**src/rtl/dcache_pkg.sv**
```systemverilog
// Shared types and address-field constants for the MEM-stage data cache.
package dcache_pkg;

  localparam int unsigned ADDR_W      = 32;
  localparam int unsigned DATA_W      = 32;
  localparam int unsigned BLOCK_WORDS = 4;
  localparam int unsigned OFFSET_BITS = 2;
  localparam int unsigned OFFSET_LSB  = 2;
  localparam int unsigned INDEX_LSB   = 4;

  typedef enum logic [1:0] {
    IDLE,
    REFILL,
    WRITE,
    WDONE
  } dcache_state_e;

  // One backing-memory beat as presented on the request bus.
  typedef struct packed {
    logic              we;
    logic [ADDR_W-1:0] addr;
    logic [DATA_W-1:0] wdata;
  } mem_req_t;

  // Tag width for a given number of index bits.
  function automatic int unsigned tag_width(input int unsigned index_bits);
    return ADDR_W - INDEX_LSB - index_bits;
  endfunction

endpackage

```
**src/rtl/dcache_array.sv**
```systemverilog
// Valid/tag/data storage for a direct-mapped cache with 4-word lines.
// Ports: clk, rst (async active-low, clears valid bits only);
//   read port rd_index/rd_offset -> rd_valid, rd_tag, rd_word (combinational);
//   write port wr_word_en/wr_index/wr_offset/wr_word (one word),
//   wr_tag_en/wr_tag (writes tag and sets valid for wr_index).
module dcache_array
  import dcache_pkg::*;
#(
  parameter int unsigned INDEX_BITS = 4,
  parameter int unsigned TAG_W      = 24
) (
  input  logic                   clk,
  input  logic                   rst,
  input  logic [INDEX_BITS-1:0]  rd_index,
  input  logic [OFFSET_BITS-1:0] rd_offset,
  output logic                   rd_valid,
  output logic [TAG_W-1:0]       rd_tag,
  output logic [DATA_W-1:0]      rd_word,
  input  logic                   wr_word_en,
  input  logic [INDEX_BITS-1:0]  wr_index,
  input  logic [OFFSET_BITS-1:0] wr_offset,
  input  logic [DATA_W-1:0]      wr_word,
  input  logic                   wr_tag_en,
  input  logic [TAG_W-1:0]       wr_tag
);

  localparam int unsigned LINES = 1 << INDEX_BITS;

  logic [LINES-1:0]  valid_q;
  logic [TAG_W-1:0]  tag_q  [LINES];
  logic [DATA_W-1:0] data_q [LINES][BLOCK_WORDS];

  // Valid bits: the only reset state in the array.
  always_ff @(posedge clk or negedge rst) begin
    if (!rst) begin
      valid_q <= '0;
    end else if (wr_tag_en) begin
      valid_q[wr_index] <= 1'b1;
    end
  end

  // Tag and data storage, no reset.
  always_ff @(posedge clk) begin
    if (wr_tag_en) begin
      tag_q[wr_index] <= wr_tag;
    end
    if (wr_word_en) begin
      data_q[wr_index][wr_offset] <= wr_word;
    end
  end

  assign rd_valid = valid_q[rd_index];
  assign rd_tag   = tag_q[rd_index];
  assign rd_word  = data_q[rd_index][rd_offset];

endmodule

```
**src/rtl/mem_stage_dcache.sv**
```systemverilog
// MEM-stage data access: direct-mapped write-through, no-write-allocate
// cache with 4-word line refill from a req/ack backing memory.
// Ports: clk, rst (async active-low);
//   pipeline side: mem_read_i, mem_write_i, addr_i, wdata_i -> rdata_o, stall_o
//     (rdata_o/stall_o are combinational, forced 0 in reset);
//   backing side: mem_req_o, mem_we_o, mem_addr_o, mem_wdata_o (registered),
//     mem_ack_i, mem_rdata_i;
//   statistics: hit_cnt_o, miss_cnt_o (load hits/misses, wrap mod 2^32).
module mem_stage_dcache
  import dcache_pkg::*;
#(
  parameter int unsigned INDEX_BITS = 4
) (
  input  logic              clk,
  input  logic              rst,
  input  logic              mem_read_i,
  input  logic              mem_write_i,
  input  logic [ADDR_W-1:0] addr_i,
  input  logic [DATA_W-1:0] wdata_i,
  output logic [DATA_W-1:0] rdata_o,
  output logic              stall_o,
  output logic              mem_req_o,
  output logic              mem_we_o,
  output logic [ADDR_W-1:0] mem_addr_o,
  output logic [DATA_W-1:0] mem_wdata_o,
  input  logic              mem_ack_i,
  input  logic [DATA_W-1:0] mem_rdata_i,
  output logic [31:0]       hit_cnt_o,
  output logic [31:0]       miss_cnt_o
);

  localparam int unsigned TAG_W = tag_width(INDEX_BITS);
  localparam logic [OFFSET_BITS-1:0] LAST_BEAT = OFFSET_BITS'(BLOCK_WORDS - 1);

  // Address fields; byte offset bits are ignored.
  logic [OFFSET_BITS-1:0] offset;
  logic [INDEX_BITS-1:0]  index;
  logic [TAG_W-1:0]       tag;
  logic                   unused_byte_bits;

  assign offset           = addr_i[OFFSET_LSB +: OFFSET_BITS];
  assign index            = addr_i[INDEX_LSB +: INDEX_BITS];
  assign tag              = addr_i[ADDR_W-1 -: TAG_W];
  assign unused_byte_bits = ^addr_i[OFFSET_LSB-1:0];

  // Array interface.
  logic                   arr_valid;
  logic [TAG_W-1:0]       arr_tag;
  logic [DATA_W-1:0]      arr_word;
  logic                   arr_word_en;
  logic [OFFSET_BITS-1:0] arr_wr_offset;
  logic [DATA_W-1:0]      arr_wr_word;
  logic                   arr_tag_en;
  logic                   hit;

  dcache_array #(
    .INDEX_BITS(INDEX_BITS),
    .TAG_W     (TAG_W)
  ) u_array (
    .clk       (clk),
    .rst       (rst),
    .rd_index  (index),
    .rd_offset (offset),
    .rd_valid  (arr_valid),
    .rd_tag    (arr_tag),
    .rd_word   (arr_word),
    .wr_word_en(arr_word_en),
    .wr_index  (index),
    .wr_offset (arr_wr_offset),
    .wr_word   (arr_wr_word),
    .wr_tag_en (arr_tag_en),
    .wr_tag    (tag)
  );

  assign hit = arr_valid && (arr_tag == tag);

  // State and registered outputs.
  dcache_state_e          state_q, state_d;
  logic [OFFSET_BITS-1:0] beat_q, beat_d;
  logic                   req_vld_q, req_vld_d;
  mem_req_t               req_q, req_d;
  logic [31:0]            hit_cnt_q, miss_cnt_q;
  logic                   hit_inc, miss_inc;
  logic                   stall_c;
  logic [DATA_W-1:0]      rdata_c;

  // State register, request register and statistics counters.
  always_ff @(posedge clk or negedge rst) begin
    if (!rst) begin
      state_q    <= IDLE;
      beat_q     <= '0;
      req_vld_q  <= 1'b0;
      req_q      <= '0;
      hit_cnt_q  <= '0;
      miss_cnt_q <= '0;
    end else begin
      state_q   <= state_d;
      beat_q    <= beat_d;
      req_vld_q <= req_vld_d;
      req_q     <= req_d;
      if (hit_inc) begin
        hit_cnt_q <= hit_cnt_q + 32'd1;
      end
      if (miss_inc) begin
        miss_cnt_q <= miss_cnt_q + 32'd1;
      end
    end
  end

  // Next state, request generation and array writes.
  always_comb begin
    state_d       = state_q;
    beat_d        = beat_q;
    req_vld_d     = req_vld_q;
    req_d         = req_q;
    hit_inc       = 1'b0;
    miss_inc      = 1'b0;
    stall_c       = 1'b0;
    rdata_c       = '0;
    arr_word_en   = 1'b0;
    arr_tag_en    = 1'b0;
    arr_wr_offset = offset;
    arr_wr_word   = wdata_i;

    case (state_q)
      IDLE: begin
        // A simultaneous read and write is handled as a write.
        if (mem_write_i) begin
          stall_c     = 1'b1;
          state_d     = WRITE;
          req_vld_d   = 1'b1;
          req_d.we    = 1'b1;
          req_d.addr  = {addr_i[ADDR_W-1:OFFSET_LSB], 2'b00};
          req_d.wdata = wdata_i;
        end else if (mem_read_i) begin
          if (hit) begin
            rdata_c = arr_word;
            hit_inc = 1'b1;
          end else begin
            stall_c    = 1'b1;
            state_d    = REFILL;
            miss_inc   = 1'b1;
            beat_d     = '0;
            req_vld_d  = 1'b1;
            req_d.we   = 1'b0;
            req_d.addr = {addr_i[ADDR_W-1:INDEX_LSB], {OFFSET_BITS{1'b0}}, 2'b00};
          end
        end
      end

      REFILL: begin
        stall_c = 1'b1;
        if (mem_ack_i) begin
          arr_word_en   = 1'b1;
          arr_wr_offset = beat_q;
          arr_wr_word   = mem_rdata_i;
          beat_d        = OFFSET_BITS'(beat_q + 2'd1);
          if (beat_q == LAST_BEAT) begin
            // Last beat: the line becomes valid and the load replays as a hit.
            arr_tag_en = 1'b1;
            req_vld_d  = 1'b0;
            beat_d     = '0;
            state_d    = IDLE;
          end else begin
            req_d.addr = {addr_i[ADDR_W-1:INDEX_LSB], beat_d, 2'b00};
          end
        end
      end

      WRITE: begin
        stall_c = 1'b1;
        if (mem_ack_i) begin
          // Write-through; only a resident line is updated (no allocate).
          arr_word_en = hit;
          req_vld_d   = 1'b0;
          state_d     = WDONE;
        end
      end

      WDONE: begin
        // Release the pipeline for one cycle so the store retires.
        state_d = IDLE;
      end

      default: begin
        state_d = IDLE;
      end
    endcase
  end

  assign stall_o     = rst & stall_c;
  assign rdata_o     = rst ? rdata_c : '0;
  assign mem_req_o   = req_vld_q;
  assign mem_we_o    = req_q.we;
  assign mem_addr_o  = req_q.addr;
  assign mem_wdata_o = req_q.wdata;
  assign hit_cnt_o   = hit_cnt_q;
  assign miss_cnt_o  = miss_cnt_q;

endmodule

```
**config.mk**
```make
export PLATFORM = sky130hd
export DESIGN_NAME = mem_stage_dcache
export DESIGN_NICKNAME = d
export VERILOG_FILES = /design/src/rtl/dcache_pkg.sv /design/src/rtl/dcache_array.sv /design/src/rtl/mem_stage_dcache.sv
export SDC_FILE = /design/constraint.sdc
export NUM_CORES = 2
export LEC_CHECK = 0
export ABC_AREA = 1
export BUFFER_PORTS_ARGS = -buffer_cell sky130_fd_sc_hd__buf_2
export CAP_MARGIN = 20
export CORE_ASPECT_RATIO = 1.2
export CORE_MARGIN = 3
export CORE_UTILIZATION = 25
export DETAILED_ROUTE_END_ITERATION = 8
export PLACE_DENSITY = 0.46
export SLEW_MARGIN = 20
export SYNTH_ARGS = -nofsm -noshare
export SYNTH_HDL_FRONTEND = slang
export SYNTH_SLANG_ARGS = --single-unit
```
**constraint.sdc**
```tcl
create_clock -name clk -period 6 [get_ports clk]
set_input_delay 1.2 -clock clk [delete_from_list [all_inputs] [get_ports clk]]
set_output_delay 1.2 -clock clk [all_outputs]
set_load 0.02 [all_outputs]
```
==> run_results.csv <==
group,metric,value,unit
outcome,outcome,"complete, no violations",
layout,layout.nets,8082,
layout,fill_cells,40400,
critical_path,slowest_delay,0.52,ns
cts,clkLatencyLatePin,0.84,ns
global_routing,grt_pass1_wl,473000,µm
cts,clkSinkCount,2580,
timing,period_minus_slack,5.73,ns
synthesis,synth_area,0.101,mm²
cts,postCtsSetupRepairBufs,0,
cts,clkTransAtPathRegs,0.06,ns
timing,drv_slew,0,
critical_path,critPathMaxFanout,73,
global_routing,antenna_found_initial,18,
power,leakage,40.3,nW
global_routing,grt_overflow,0,
layout,drive_above_1_share,14.4,%
cts,clockRootBuffer,"clkbuf_16",
power,ir_drop,0.179,mV
critical_path,crit_slowest_cell,"buf_4",
synthesis,synth_warnings,0,
critical_path,cp_common_cell,"buf_4",
timing,final.period_utilization,95.4,%
power,power_density,348,mW/mm²
layout,fin_area,0.121,mm²
synthesis,synth.avg_cell_area,13.4,µm²
synthesis,synth-edff-count,2432,
layout,areaGrowthSynthToFinish,20.0,%
timing,relSlewSlack,30.4,%
timing,setup_violations,0,
timing,timing.final.hold_violations,0,
critical_path,startpoint_type,"input port",
drt,drt_wl_total,330000,µm
critical_path,path_cells,"buf_8 -> inv_8 -> buf_12 -> buf_4 -> nor2_1 -> o21ai_0 -> o221ai_1 -> a21oi_1 -> o2111ai_1 -> o211ai_1 -> nand2_1 -> nor3_1 -> buf_4 -> buf_2",
floorplan,dieWidth,587,µm
floorplan,die-area,0.412,mm²
synthesis,synth-seq-cells,2580,
floorplan,ioPinCount,264,
drt,drt_iter0_drc,5859,
hold_path,hold_class,"in -> async",
floorplan,start_util,25.1,%
job,maxCapViolCount,0,
floorplan,rows,255,
placement,dp_hpwl,187000,µm
synthesis,async_reset_ff_share,5.74,%
drt,drt-vias-per-instance,4.87,
timing,worstMarginPinSlew,1.04,ns
layout,multi_input_area,0.0230,mm²
cts,cts_tree,"built",
power,p_int,31.5,mW
floorplan,coreArea,0.403,mm²
power,p_switching,10.7,mW
placement,dpl_cell_area,0.113,mm²
power,switching_share,25.4,%
power,p_seq_share,50.2,%
critical_path,cp-end-kind,"output port",
drt,dr.pass1.iters,6,
critical_path,cp_top_family,"buffers and inverters",
critical_path,critPathArrivalTime,4.53,ns
power,power,42.3,mW
global_routing,grt_use_total,15.4,%
synthesis,postSynthCellCount,7567,
critical_path,cp_num_buf_inv,6,
timing,fin_setup_tns,0,ns
layout,final_core_util,30.1,%
cts,cts_resized,0,
synthesis,yosysSeqAreaShare,75.8,%
timing,finClkSkew,0.0686,ns
cts,cts_buffer_depth,4,
global_routing,grt_pass1_vias,64900,
synthesis,yosysUniqueCellTypes,37,
timing,rsz0062_at_grt,"false",
timing,fmax,175,MHz
synthesis,synthFlopType,"edfxtp_1",
cts,cts_buffers,274,
critical_path,crit_required,4.80,ns
drt,drtAntennaViolNets,0,
power,power_frac_comb,11.0,%
layout,ff_latch_area,0.0767,mm²
floorplan,die_h,703,µm
cts,h-tree-depth,5,
placement,port_buffers,259,
drt,num_vias,66200,
drt,drc_errors,0,
drt,wl_per_cell,24.3,µm
placement,routabilityCongestion,0.858,
power,p_clk_share,38.9,%
global_routing,grt_max_degree,128,
critical_path,path_class,"in -> out",
cts,holdBufCountCts,0,
==> power groups by stage <==
| stage | clock (mW) | combinational [mW] | sequential [mW] |
|---|---|---|---|
| final | 16.4 | 4.64 | 21.2 |
| after detailed placement | 0 | 4.65 | 21.6 |
| after global placement | 0 | 4.56 | 21.6 |
| after floorplan | 0 | 2.06 | 22.0 |
| after global routing | 17.5 | 5.02 | 21.2 |
| after CTS | 16.8 | 4.66 | 21.2 |
==> path summary, 6_finish.rpt <==
path                                                  from                           endpoint  slack, ns  cells after the start
max in group asynchronous                              rst          hit_cnt_o[18]$_DFFE_PN0P_       4.56                      2
hold / removal                                         rst        mem_wdata_o[23]$_DFFE_PN0P_       0.28                      1
min in group clk           u_array.valid_q[11]$_DFFE_PN0P_    u_array.valid_q[11]$_DFFE_PN0P_       0.45                      2
setup reg to reg             u_array.tag_q[1][7]$_DFFE_PP_  u_array.data_q[15][103]$_DFFE_PP_       2.26                     17
hold reg to reg            u_array.valid_q[11]$_DFFE_PN0P_    u_array.valid_q[11]$_DFFE_PN0P_       0.45                      2
setup / recovery                                 addr_i[4]                        rdata_o[17]       0.27                     14
==> placed cells by master (no fill, tap or decap), types with 76 or more instances in the layout <==
master	n
buf_12	122
buf_2	255
buf_4	272
clkbuf_16	283
dfrtp_1	148
edfxtp_1	2432
inv_1	122
nand2_1	1302
nand3_1	109
nor2_1	331
nor2_4	83
nor3_1	1117
o2111ai_1	76
o21ai_0	211
o221ai_1	121
o22ai_1	464
o31ai_1	235
==> final cells by class <==
type | count | share of cell area [%]
inverter | 133 | 0.432
multi-input combinational | 4333 | 18.9
clock inverter | 135 | 0.974
tap | 5397 | 5.56
sequential | 2580 | 63.2
antenna | 5 | 0.0103
timing repair buffer | 652 | 4.78
clock buffer | 348 | 6.07
==> flip-flops by register name, summed over array words and instances (netlist names), 16 cells and up <==
| signal | cells |
|---|---|
| u_array.tag_q | 384 |
| mem_addr_o | 30 |
| miss_cnt_o | 32 |
| mem_wdata_o | 32 |
| u_array.valid_q | 16 |
| u_array.data_q | 2048 |
| hit_cnt_o | 32 |
==> cells in the mapped netlist (16+ instances only) <==
| library cell | instances | share of area, % |
|---|---|---|
| o22ai_1 | 464 | 2.9 |
| xnor2_1 | 16 | 0.14 |
| nand4_1 | 37 | 0.23 |
| buf_1 | 46 | 0.17 |
| o31ai_1 | 235 | 1.7 |
| dfrtp_1 | 148 | 3.7 |
| nand2_1 | 1309 | 4.9 |
| o2111ai_1 | 76 | 0.66 |
| a21oi_1 | 41 | 0.20 |
| nor3_1 | 1117 | 5.5 |
| o21ai_0 | 243 | 1.2 |
| inv_1 | 127 | 0.47 |
| nand3_1 | 114 | 0.56 |
| edfxtp_1 | 2432 | 72 |
| o221ai_1 | 121 | 1.0 |
| o211ai_1 | 25 | 0.19 |
| xor2_1 | 34 | 0.29 |
| a221oi_1 | 29 | 0.25 |
| nor2_1 | 414 | 1.5 |
| buf_2 | 32 | 0.16 |
| clkbuf_1 | 442 | 1.6 |
==> routing by layer <==
layer,track usage (%),part of all wire (%),wire (µm)
met2,26.3,49,161000
met5,0,0.0079,26
met4,3.78,2.2,7410
met1,20.6,43,144000
met3,2.09,5.6,18600
==> metrics by stage <==
step,hold WS [ns],worst slack (ns),cells
2_1_floorplan,0.424,0.879,7568
3_3_place_gp,0.438,0.161,13100
3_5_place_dp,0.449,0.253,13100
4_1_cts,0.273,0.262,13600
5_1_grt,0.299,0.0828,13600
6_report,0.278,0.274,13600
==> cell families after synthesis <==
family	count (synthesis)	share of synthesized area, %
buffers and inverters	655	2.48
XOR/XNOR	50	0.433
AND/OR/NAND/NOR	3020	12.9
flip-flops	2580	75.8
adder cells (fa/ha/maj)	7	0.0866
other	1	0.00371
AO/OA/AOI/OAI	1254	8.27
Power figures use the tool's default switching activity.
